[config.mk]
export PLATFORM = sky130hd
export DESIGN_NAME = fetch_stage
export DESIGN_NICKNAME = d
export VERILOG_FILES = /design/src/rtl/riscv_pkg.sv /design/src/rtl/fetch_queue.sv /design/src/rtl/fetch_stage.sv
export SDC_FILE = /design/constraint.sdc
export NUM_CORES = 1
export LEC_CHECK = 0
export CORE_MARGIN = 1.5
export CORE_UTILIZATION = 35
export CTS_CLUSTER_SIZE = 14
export DETAILED_ROUTE_END_ITERATION = 8
export GPL_TIMING_DRIVEN = 0
export SLEW_MARGIN = 10
export SYNTH_ARGS = -nofsm -noshare
export SYNTH_HDL_FRONTEND = slang
export SYNTH_SLANG_ARGS = --single-unit
[constraint.sdc]
create_clock -name clk -period 11.3 [get_ports clk]
set_input_delay 3.39 -clock clk [delete_from_list [all_inputs] [get_ports clk]]
set_output_delay 3.39 -clock clk [all_outputs]
set_load 0.01 [all_outputs]
[src/rtl/riscv_pkg.sv]
// Shared types and constants for the RV32I pipeline.
// Fetch-stage bundle and the canonical NOP encoding.
package riscv_pkg;

  localparam int unsigned XLEN = 32;

  localparam logic [XLEN-1:0] NOP_INSTR = 32'h0000_0013;

  typedef struct packed {
    logic [XLEN-1:0] instr;
    logic [XLEN-1:0] pc;
  } fetch_entry_t;

endpackage

[src/rtl/fetch_queue.sv]
// In-order instruction queue between imem responses and decode.
// Clear overrides push and pop in the same cycle.
module fetch_queue
  import riscv_pkg::*;
#(
  parameter int unsigned DEPTH = 2
) (
  input  logic                   clk,
  input  logic                   reset_n,
  input  logic                   clear_i,
  input  logic                   push_i,
  input  fetch_entry_t           data_i,
  input  logic                   pop_i,
  output fetch_entry_t           head_o,
  output logic [$clog2(DEPTH):0] count_o,
  output logic                   empty_o,
  output logic                   full_o
);

  localparam int unsigned AW = $clog2(DEPTH);
  localparam int unsigned CW = AW + 1;

  fetch_entry_t    mem_q [DEPTH];
  logic [AW-1:0]   wr_q, wr_d;
  logic [AW-1:0]   rd_q, rd_d;
  logic [CW-1:0]   cnt_q, cnt_d;
  logic            do_push;
  logic            do_pop;

  assign empty_o = (cnt_q == '0);
  assign full_o  = (cnt_q == CW'(DEPTH));
  assign do_push = push_i & ~clear_i
                 & (~full_o | pop_i);
  assign do_pop  = pop_i & ~clear_i & ~empty_o;
  assign head_o  = mem_q[rd_q];
  assign count_o = cnt_q;

  always_comb begin
    wr_d  = wr_q;
    rd_d  = rd_q;
    cnt_d = cnt_q;
    if (clear_i) begin
      wr_d  = '0;
      rd_d  = '0;
      cnt_d = '0;
    end else begin
      if (do_push) wr_d = wr_q + AW'(1);
      if (do_pop)  rd_d = rd_q + AW'(1);
      cnt_d = cnt_q + CW'(do_push)
            - CW'(do_pop);
    end
  end

  always_ff @(posedge clk or negedge reset_n) begin
    if (!reset_n) begin
      wr_q  <= '0;
      rd_q  <= '0;
      cnt_q <= '0;
    end else begin
      wr_q  <= wr_d;
      rd_q  <= rd_d;
      cnt_q <= cnt_d;
    end
  end

  always_ff @(posedge clk) begin
    if (do_push) mem_q[wr_q] <= data_i;
  end

endmodule

[src/rtl/fetch_stage.sv]
// Instruction fetch: owns the PC, issues imem requests and buffers
// responses for decode; ImemReqValidF is combinational on StallD/PCSrcE.
module fetch_stage
  import riscv_pkg::*;
#(
  parameter logic [XLEN-1:0] RESET_PC = 32'h0000_0000,
  parameter int unsigned     QDEPTH   = 2
) (
  input  logic            clk,
  input  logic            reset_n,
  output logic            ImemReqValidF,
  output logic [XLEN-1:0] ImemAddrF,
  input  logic            ImemReqReadyF,
  input  logic            ImemRespValidF,
  input  logic [XLEN-1:0] ImemRdataF,
  input  logic            StallD,
  input  logic            PCSrcE,
  input  logic [XLEN-1:0] PCTargetE,
  output logic            ValidD,
  output logic [XLEN-1:0] InstrD,
  output logic [XLEN-1:0] PCD,
  output logic [XLEN-1:0] PCPlus4D
);

  localparam int unsigned AW = $clog2(QDEPTH);
  localparam int unsigned CW = AW + 1;
  localparam int unsigned SW = CW + 1;

  logic [XLEN-1:0] pc_q, pc_d;
  logic [CW-1:0]   outs_q, outs_d;
  logic [CW-1:0]   disc_q, disc_d;

  logic [XLEN-1:0] rpc_q [QDEPTH];
  logic [AW-1:0]   rwr_q, rrd_q;

  fetch_entry_t    q_head;
  fetch_entry_t    q_data;
  logic [CW-1:0]   q_count;
  logic            q_empty;
  logic            q_full;
  logic            q_push;

  logic            consume;
  logic            accept;
  logic            drop;
  logic [SW-1:0]   budget;

  assign consume = ValidD & ~StallD;

  // Outstanding plus buffered must fit the queue, so responses never stall.
  assign budget = SW'(outs_q) + SW'(q_count)
                - SW'(consume);

  assign ImemReqValidF = reset_n & ~PCSrcE
                       & (budget < SW'(QDEPTH))
                       & ~(q_full & ~consume);
  assign ImemAddrF = pc_q;
  assign accept    = ImemReqValidF & ImemReqReadyF;

  assign drop   = ImemRespValidF
                & ((disc_q != '0) | PCSrcE);
  assign q_push = ImemRespValidF & ~drop;
  assign q_data = '{instr: ImemRdataF,
                    pc:    rpc_q[rrd_q]};

  assign outs_d = outs_q + CW'(accept)
                - CW'(ImemRespValidF);

  always_comb begin
    pc_d = pc_q;
    unique case (1'b1)
      PCSrcE:  pc_d = PCTargetE & ~32'h3;
      accept:  pc_d = pc_q + 32'd4;
      default: pc_d = pc_q;
    endcase
  end

  always_comb begin
    disc_d = disc_q;
    if (PCSrcE)
      disc_d = outs_d;
    else if (disc_q != '0)
      disc_d = disc_q - CW'(ImemRespValidF);
  end

  always_ff @(posedge clk or negedge reset_n) begin
    if (!reset_n) begin
      pc_q   <= RESET_PC;
      outs_q <= '0;
      disc_q <= '0;
      rwr_q  <= '0;
      rrd_q  <= '0;
    end else begin
      pc_q   <= pc_d;
      outs_q <= outs_d;
      disc_q <= disc_d;
      if (accept)
        rwr_q <= rwr_q + AW'(1);
      if (ImemRespValidF)
        rrd_q <= rrd_q + AW'(1);
    end
  end

  always_ff @(posedge clk) begin
    if (accept) rpc_q[rwr_q] <= pc_q;
  end

  fetch_queue #(
    .DEPTH (QDEPTH)
  ) u_queue (
    .clk     (clk),
    .reset_n (reset_n),
    .clear_i (PCSrcE),
    .push_i  (q_push),
    .data_i  (q_data),
    .pop_i   (consume),
    .head_o  (q_head),
    .count_o (q_count),
    .empty_o (q_empty),
    .full_o  (q_full)
  );

  assign ValidD   = ~q_empty;
  assign InstrD   = q_empty ? NOP_INSTR
                            : q_head.instr;
  assign PCD      = q_empty ? '0 : q_head.pc;
  assign PCPlus4D = PCD + 32'd4;

endmodule

Yosys cells after proc, flatten, opt, wreduce, memory -nomap -nowiden
Memory sizes are Yosys's and may differ from the RTL's.
Index checks and enable logic that the tools add are counted.
{"block": "classes", "add_sub_neg": 13, "reduce_logical": 6, "n_mux": 14, "n_bitwise": 21, "order_cmp": 1, "n_eq_ne": 1}
{"cell": "32-bit by 3-bit adder with 32-bit output, second input constant", "count": 2}
{"cell": "32-bit two-way mux", "count": 2}
{"cell": "32-bit case mux with 2 select lines", "count": 1}
{"cell": "1-bit AND", "count": 12}
{"cell": "2-bit nonzero test", "count": 5}
{"cell": "1-bit two-way mux", "count": 8}
{"cell": "1-bit NOT", "count": 7}
{"cell": "2-bit two-way mux", "count": 3}
{"cell": "2-bit by 1-bit subtractor with 2-bit output", "count": 3}
{"cell": "1-bit adder, second input constant", "count": 4}
{"cell": "2-bit by 1-bit adder with 2-bit output", "count": 2}
{"cell": "2-bit by 2-bit adder with 3-bit output", "count": 1}
{"cell": "3-bit by 2-bit less-than comparator with 1-bit output, second input constant", "count": 1}
{"cell": "3-bit by 1-bit subtractor with 3-bit output", "count": 1}
{"cell": "2-bit equality test, second input constant", "count": 1}
{"cell": "2-bit logical NOT", "count": 1}
{"cell": "1-bit OR", "count": 2}
{"block": "totals", "ramBits": 192, "out_inout_bits": 130, "input_bits": 70, "regBits": 42, "elab_cells": 66, "memories": 2}
{"memory": "u_queue.mem_q", "depth": 2, "width": 64, "read_ports": 1, "rd_clocked_by_memory_dff": 0, "write_ports": 1, "line": "fetch_queue.sv:23", "text": "fetch_entry_t mem_q [DEPTH];"}
{"memory": "rpc_q", "depth": 2, "width": 32, "read_ports": 1, "rd_clocked_by_memory_dff": 0, "write_ports": 1, "line": "fetch_stage.sv:33", "text": "logic [XLEN-1:0] rpc_q [QDEPTH];"}

Depth between registers and ports, before layout
{"block": "logic_depth", "depth_word": 11, "mapped_depth": 20, "depth_no_buf": 16}

Modules after synthesis
A second synthesis with hierarchy kept.
{"block": "unflattened", "hier_cells": 735, "area_unflattened_um2": 10274.9}
{"mod": "fetch_stage", "area_per_inst_um2": 5436.5, "instances": 1, "seq_area_each_um2": 2702.6, "cells_each": 512}
{"mod": "fetch_queue", "area_per_inst_um2": 4838.4, "instances": 1, "seq_area_each_um2": 3943.8, "cells_each": 223}

Least setup slack after synthesis
No wires, ideal clock.
{"block": "synth_timing", "kind": "input to register", "start": "input PCSrcE", "end": "memory u_queue.mem_q[0][10] (netlist bit), enable pin", "n_path_buf": 2, "path_stages": 3, "path_slack_ns": 0.911, "arrival_time_ns": 9.754, "required_ns": 10.665, "setup_ns": 0.635, "cell_sequence": "clkbuf_1 buf_1 nor4_1"}
{"block": "synth_via", "elab_chain_cells": 8, "elab_cells_between_ends": 9, "cone_classes": "mux (2); bitwise (7)"}
{"element": "from (decl)", "line": "fetch_stage.sv:17", "text": "input logic PCSrcE,"}
{"element": "1-bit OR", "line": "fetch_stage.sv:61", "text": "& ((disc_q != '0) | PCSrcE);"}
{"element": "1-bit AND", "line": "fetch_stage.sv:61"}
{"element": "1-bit NOT", "line": "fetch_stage.sv:62", "text": "assign q_push = ImemRespValidF & ~drop;"}
{"element": "1-bit AND", "line": "fetch_stage.sv:62"}
{"element": "1-bit AND *", "line": "fetch_queue.sv:32", "text": "assign do_push = push_i & ~clear_i"}
{"element": "1-bit AND *", "line": "fetch_queue.sv:33", "text": "& (~full_o | pop_i);"}
{"element": "1-bit two-way mux *", "line": "fetch_queue.sv:67", "text": "if (do_push) mem_q[wr_q] <= data_i;"}
{"element": "1-bit two-way mux (implied by the code) *", "line": "fetch_queue.sv:67"}
{"element": "to (decl)", "line": "fetch_queue.sv:23"}
Every way passes the cells marked *; elsewhere a longest branch is shown, timed or not.

Worst setup path after layout
{"block": "layout_timing", "start": "input StallD", "end": "output ImemReqValidF"}
{"block": "layout_via", "elab_chain_cells": 6, "elab_cells_between_ends": 9, "cone_classes": "add/sub (1); order compare (1); bitwise (7)"}
{"element": "from (decl)", "line": "fetch_stage.sv:16", "text": "input logic StallD,"}
{"element": "1-bit NOT *", "line": "fetch_stage.sv:48", "text": "assign consume = ValidD & ~StallD;"}
{"element": "1-bit AND *", "line": "fetch_stage.sv:48"}
{"element": "3-bit by 1-bit subtractor with 3-bit output or 1-bit NOT (tied branches)", "line": "fetch_stage.sv:52, fetch_stage.sv:56"}
{"element": "3-bit by 2-bit less-than comparator with 1-bit output or 1-bit AND (tied branches)", "line": "fetch_stage.sv:55, fetch_stage.sv:56"}
{"element": "1-bit AND or 1-bit NOT (tied branches)", "line": "fetch_stage.sv:55, fetch_stage.sv:56"}
{"element": "1-bit AND *", "line": "fetch_stage.sv:56", "text": "& ~(q_full & ~consume);"}
{"element": "to (decl)", "line": "fetch_stage.sv:11", "text": "output logic ImemReqValidF,"}
Marks and branches as above.

==> run summary <==
Crit path DAT: 6.42 ns
I/O pin count: 200
Final setup vio count: 0
Die X-Extent: 172.0 µm
Complex-gate fraction of the synthesized area: 5.467%
Unrepaired setup endpoints after global routing: false
Grt total ovfl: 0
Number of synthesized flops with an enable pin: 184
Placement Cell Area: 12550 µm²
P per Cell Area: 198.8 nW/µm²
Clock Tree Buf Depth: 3
GP Congestion: 0.8360
Post-synthesis simple-gate area fraction: 12.10%
Syn Std Cell Area: 10000 µm²
Clk_lat worst skew: 0.52 ns
Max_cap viols: 0
Hold endpoint: rwr_q
First-pass GRT wire length: 38.10 mm
FMAX: 102.0 MHz
# Post-CTS Setup Buffers: 0
Worst hold stages: 1
PostCTS Resize Cnt: 0
Worst Tran Pin Value: 0.7792 ns
Fin crit share: 86.78%
DR pass1 iterations: 4
Clk sinks: 224
IO Port Bufs: 190
Critical Path RT: 7.91 ns
Final core utilization: 47.51%
TritonCTS Buffers: 24
Vias in the first global route: 6654
Multiplexer share of the synthesized area: 9.583%
Ys flop type: edfxtp_1
Starting density of the core: 35.80%
CTS H-tree depth: 1
Crit. End Element: output pin
Layout area overhead: 32.72%
Ys async rst share: 17.86%
Row cnt: 61
Worst-path clk slew: 0.06 ns
GRT Total Usage: 16.77%
Dpl hpwl: 18.10 mm
Minimum clock period: 9.806 ns
#FFs+latches synth: 224
Final nets: 1050
Crit path kind: in -> out
Antenna viol nets, final: 0
Ant. Diodes: 0
Type of the most critical hold path: reg -> reg
Die Y: 172.0 µm
Hold path startpoint: rwr_q
Main combinational cell family by area after synthesis: simple AND/OR/NAND/NOR gates
Seq/Total Area, Yosys: 65.26%
Initial DRC Count: 378
Reg2reg end: disc_q[1]
Final instance area: 13270 µm²
Layout cells sized above 1: 11.03%
Maximum vdd drop: 0.1096 mV
Antenna violations before repair: 0
Adder-cell share of the synthesized area: 1.326%
Via count: 6757
Distinct cells, synth: 61
Largest net degree at the start of global routing: 51
CP startpoint kind: input port
R2R depth: 20
Syn_area_per_cell: 13.59 µm²
Synth Instances: 736
Hold_buf cts: 0
Yosys warns: 0
Synth Area in XOR/XNOR: 3.328%
Worst Skew: 0.02360 ns
Final Max Slew Viols: 0
Worst r2r src: u_queue.count_o[1]
Worst reg-to-reg setup slack: 5.64 ns
Post-route DRC violation count: 0
CTS tree: built
Die area: 29600 µm²
Via/cell ratio: 4.947
DRT Wirelength: 25.22 mm
Core ar.: 27930 µm²
CP max FO: 6
Wire per inst: 18.47 µm
Root Driver: clkbuf_16
Static leakage: 4.559 nW
Final Hold Viols: 0
Status: completed
Max_slew headroom: 48.06%
==> synthesized netlist by cell type (8+ instances only) <==
cell type	n	area share (%)
a211oi_1	12	0.90
and2_1	8	0.50
and3_1	12	0.75
buf_4	8	0.60
clkbuf_1	12	0.45
dfrtp_1	40	10
edfxtp_1	184	55
ha_1	9	1.1
inv_1	23	0.86
mux2_2	30	3.4
mux2i_1	62	6.2
nand2_1	36	1.4
nand3_1	22	1.1
nand3b_1	8	0.60
nand4_1	17	1.1
nor2_1	84	3.2
nor3_1	23	1.2
nor4_1	12	0.75
xnor2_1	19	1.7
xor2_1	19	1.7
==> final cells by class <==
| class | instances | area [µm²] |
|---|---|---|
| Buffer | 37 | 200.2 |
| Clock buffer | 31 | 626.9 |
| Clock inverter | 13 | 96.34 |
| Fill cell | 2543 | 14660 |
| Inverter | 24 | 90.09 |
| Multi-Input combinational cell | 456 | 3221 |
| Sequential cell | 224 | 6526 |
| Tap cell | 378 | 473.0 |
| Timing Repair Buffer | 203 | 2039 |
==> power breakdown <==
part / switching (mW) / total (mW) / internal [mW] / leakage [nW]
Combinational: 0.435 / 0.837 / 0.403 / 2.07
Sequential: 0.0673 / 1.08 / 1.01 / 2.14
Clock: 0.309 / 0.724 / 0.414 / 0.352
Total: 0.812 / 2.64 / 1.83 / 4.56
==> cells in the final DEF (no fill, tap or decap), drive strengths merged, types with 4 or more instances in the layout <==
master,synthesis,layout
xnor2,19,19
o311ai,5,5
xor2,19,19
clkdlybuf4s50,0,189
nand3b,8,8
a21o,4,4
nand2,36,36
clkinv,0,12
nor4,14,14
a221o,7,7
a21oi,5,5
a211oi,12,12
and3,12,12
edfxtp,184,184
o211ai,6,6
a221oi,6,6
clkbuf,12,43
nor2,85,85
inv,24,24
mux2,30,30
ha,9,9
dfrtp,40,40
conb,1,6
nor3,23,23
nand3,22,22
mux2i,62,62
and2,8,8
buf,25,39
nand4,17,17
==> worst max-delay path: stages <==
cell and delay, ns:
clkdlybuf4s50_1 0.46, nor2_1 0.20, ha_1 0.26, nand2b_1 0.15
fa_1 0.48, nand2_1 0.07, or4_4 0.50, buf_6 0.15
inv_1 0.16, clkdlybuf4s50_1 0.59
==> kinds of logic after synthesis <==
family                     Yosys count
and+or+nand+nor                    241
xor gates and xnor gates            38
other                                1
muxes                               92
AOI/OAI and AO/OA                   69
adders and majority gates           10
DFF                                224
buffers and inverters               61
==> how the worst max path moves through the flow <==
stage	startpoint	end	slack [ns]	depth (start not counted)
after global routing	StallD	ImemReqValidF	1.36	10
after floorplan	PCSrcE	u_queue.mem_q[0][10]	0.91	3
after detailed placement	StallD	ImemReqValidF	1.51	10
final	StallD	ImemReqValidF	1.49	10
after CTS	StallD	ImemReqValidF	1.48	10
after global placement	PCSrcE	u_queue.mem_q[0][42]	-3.23	3
==> flip-flops by register name, summed over array words and instances, names as in the netlist <==
| name | count |
|---|---|
| outs_q | 2 |
| u_queue.wr_q | 1 |
| disc_q | 2 |
| ImemAddrF | 30 |
| rrd_q | 1 |
| rwr_q | 1 |
| rpc_q | 60 |
| u_queue.rd_q | 1 |
| u_queue.count_o | 2 |
| u_queue.mem_q | 124 |
==> routing by layer <==
layer  GRT usage [%]  up-vias  wire length [µm]
li1                -     3233                 -
met1           23.83     3252             11900
met2           26.79      246             11170
met3           3.090       26              1778
met4           3.516        0               378
met5               0        -                 0
==> through the flow <==
step / power [mW] / setup slack [ns] / hold WS [ns] / TNS (ns) / std cells
detailed placement: 1.936 / 1.505 / 0.5401 / 0 / 1322
floorplan: 1.527 / 0.9107 / 0.4597 / 0 / 741
CTS: 2.664 / 1.485 / 0.5467 / 0 / 1366
global placement: 1.926 / -3.227 / 0.4746 / -199.83 / 1309
finish: 2.638 / 1.494 / 0.5434 / 0 / 1366
global route: 2.772 / 1.358 / 0.5613 / 0 / 1366
Note: power is estimated with default switching activity, not from simulation.
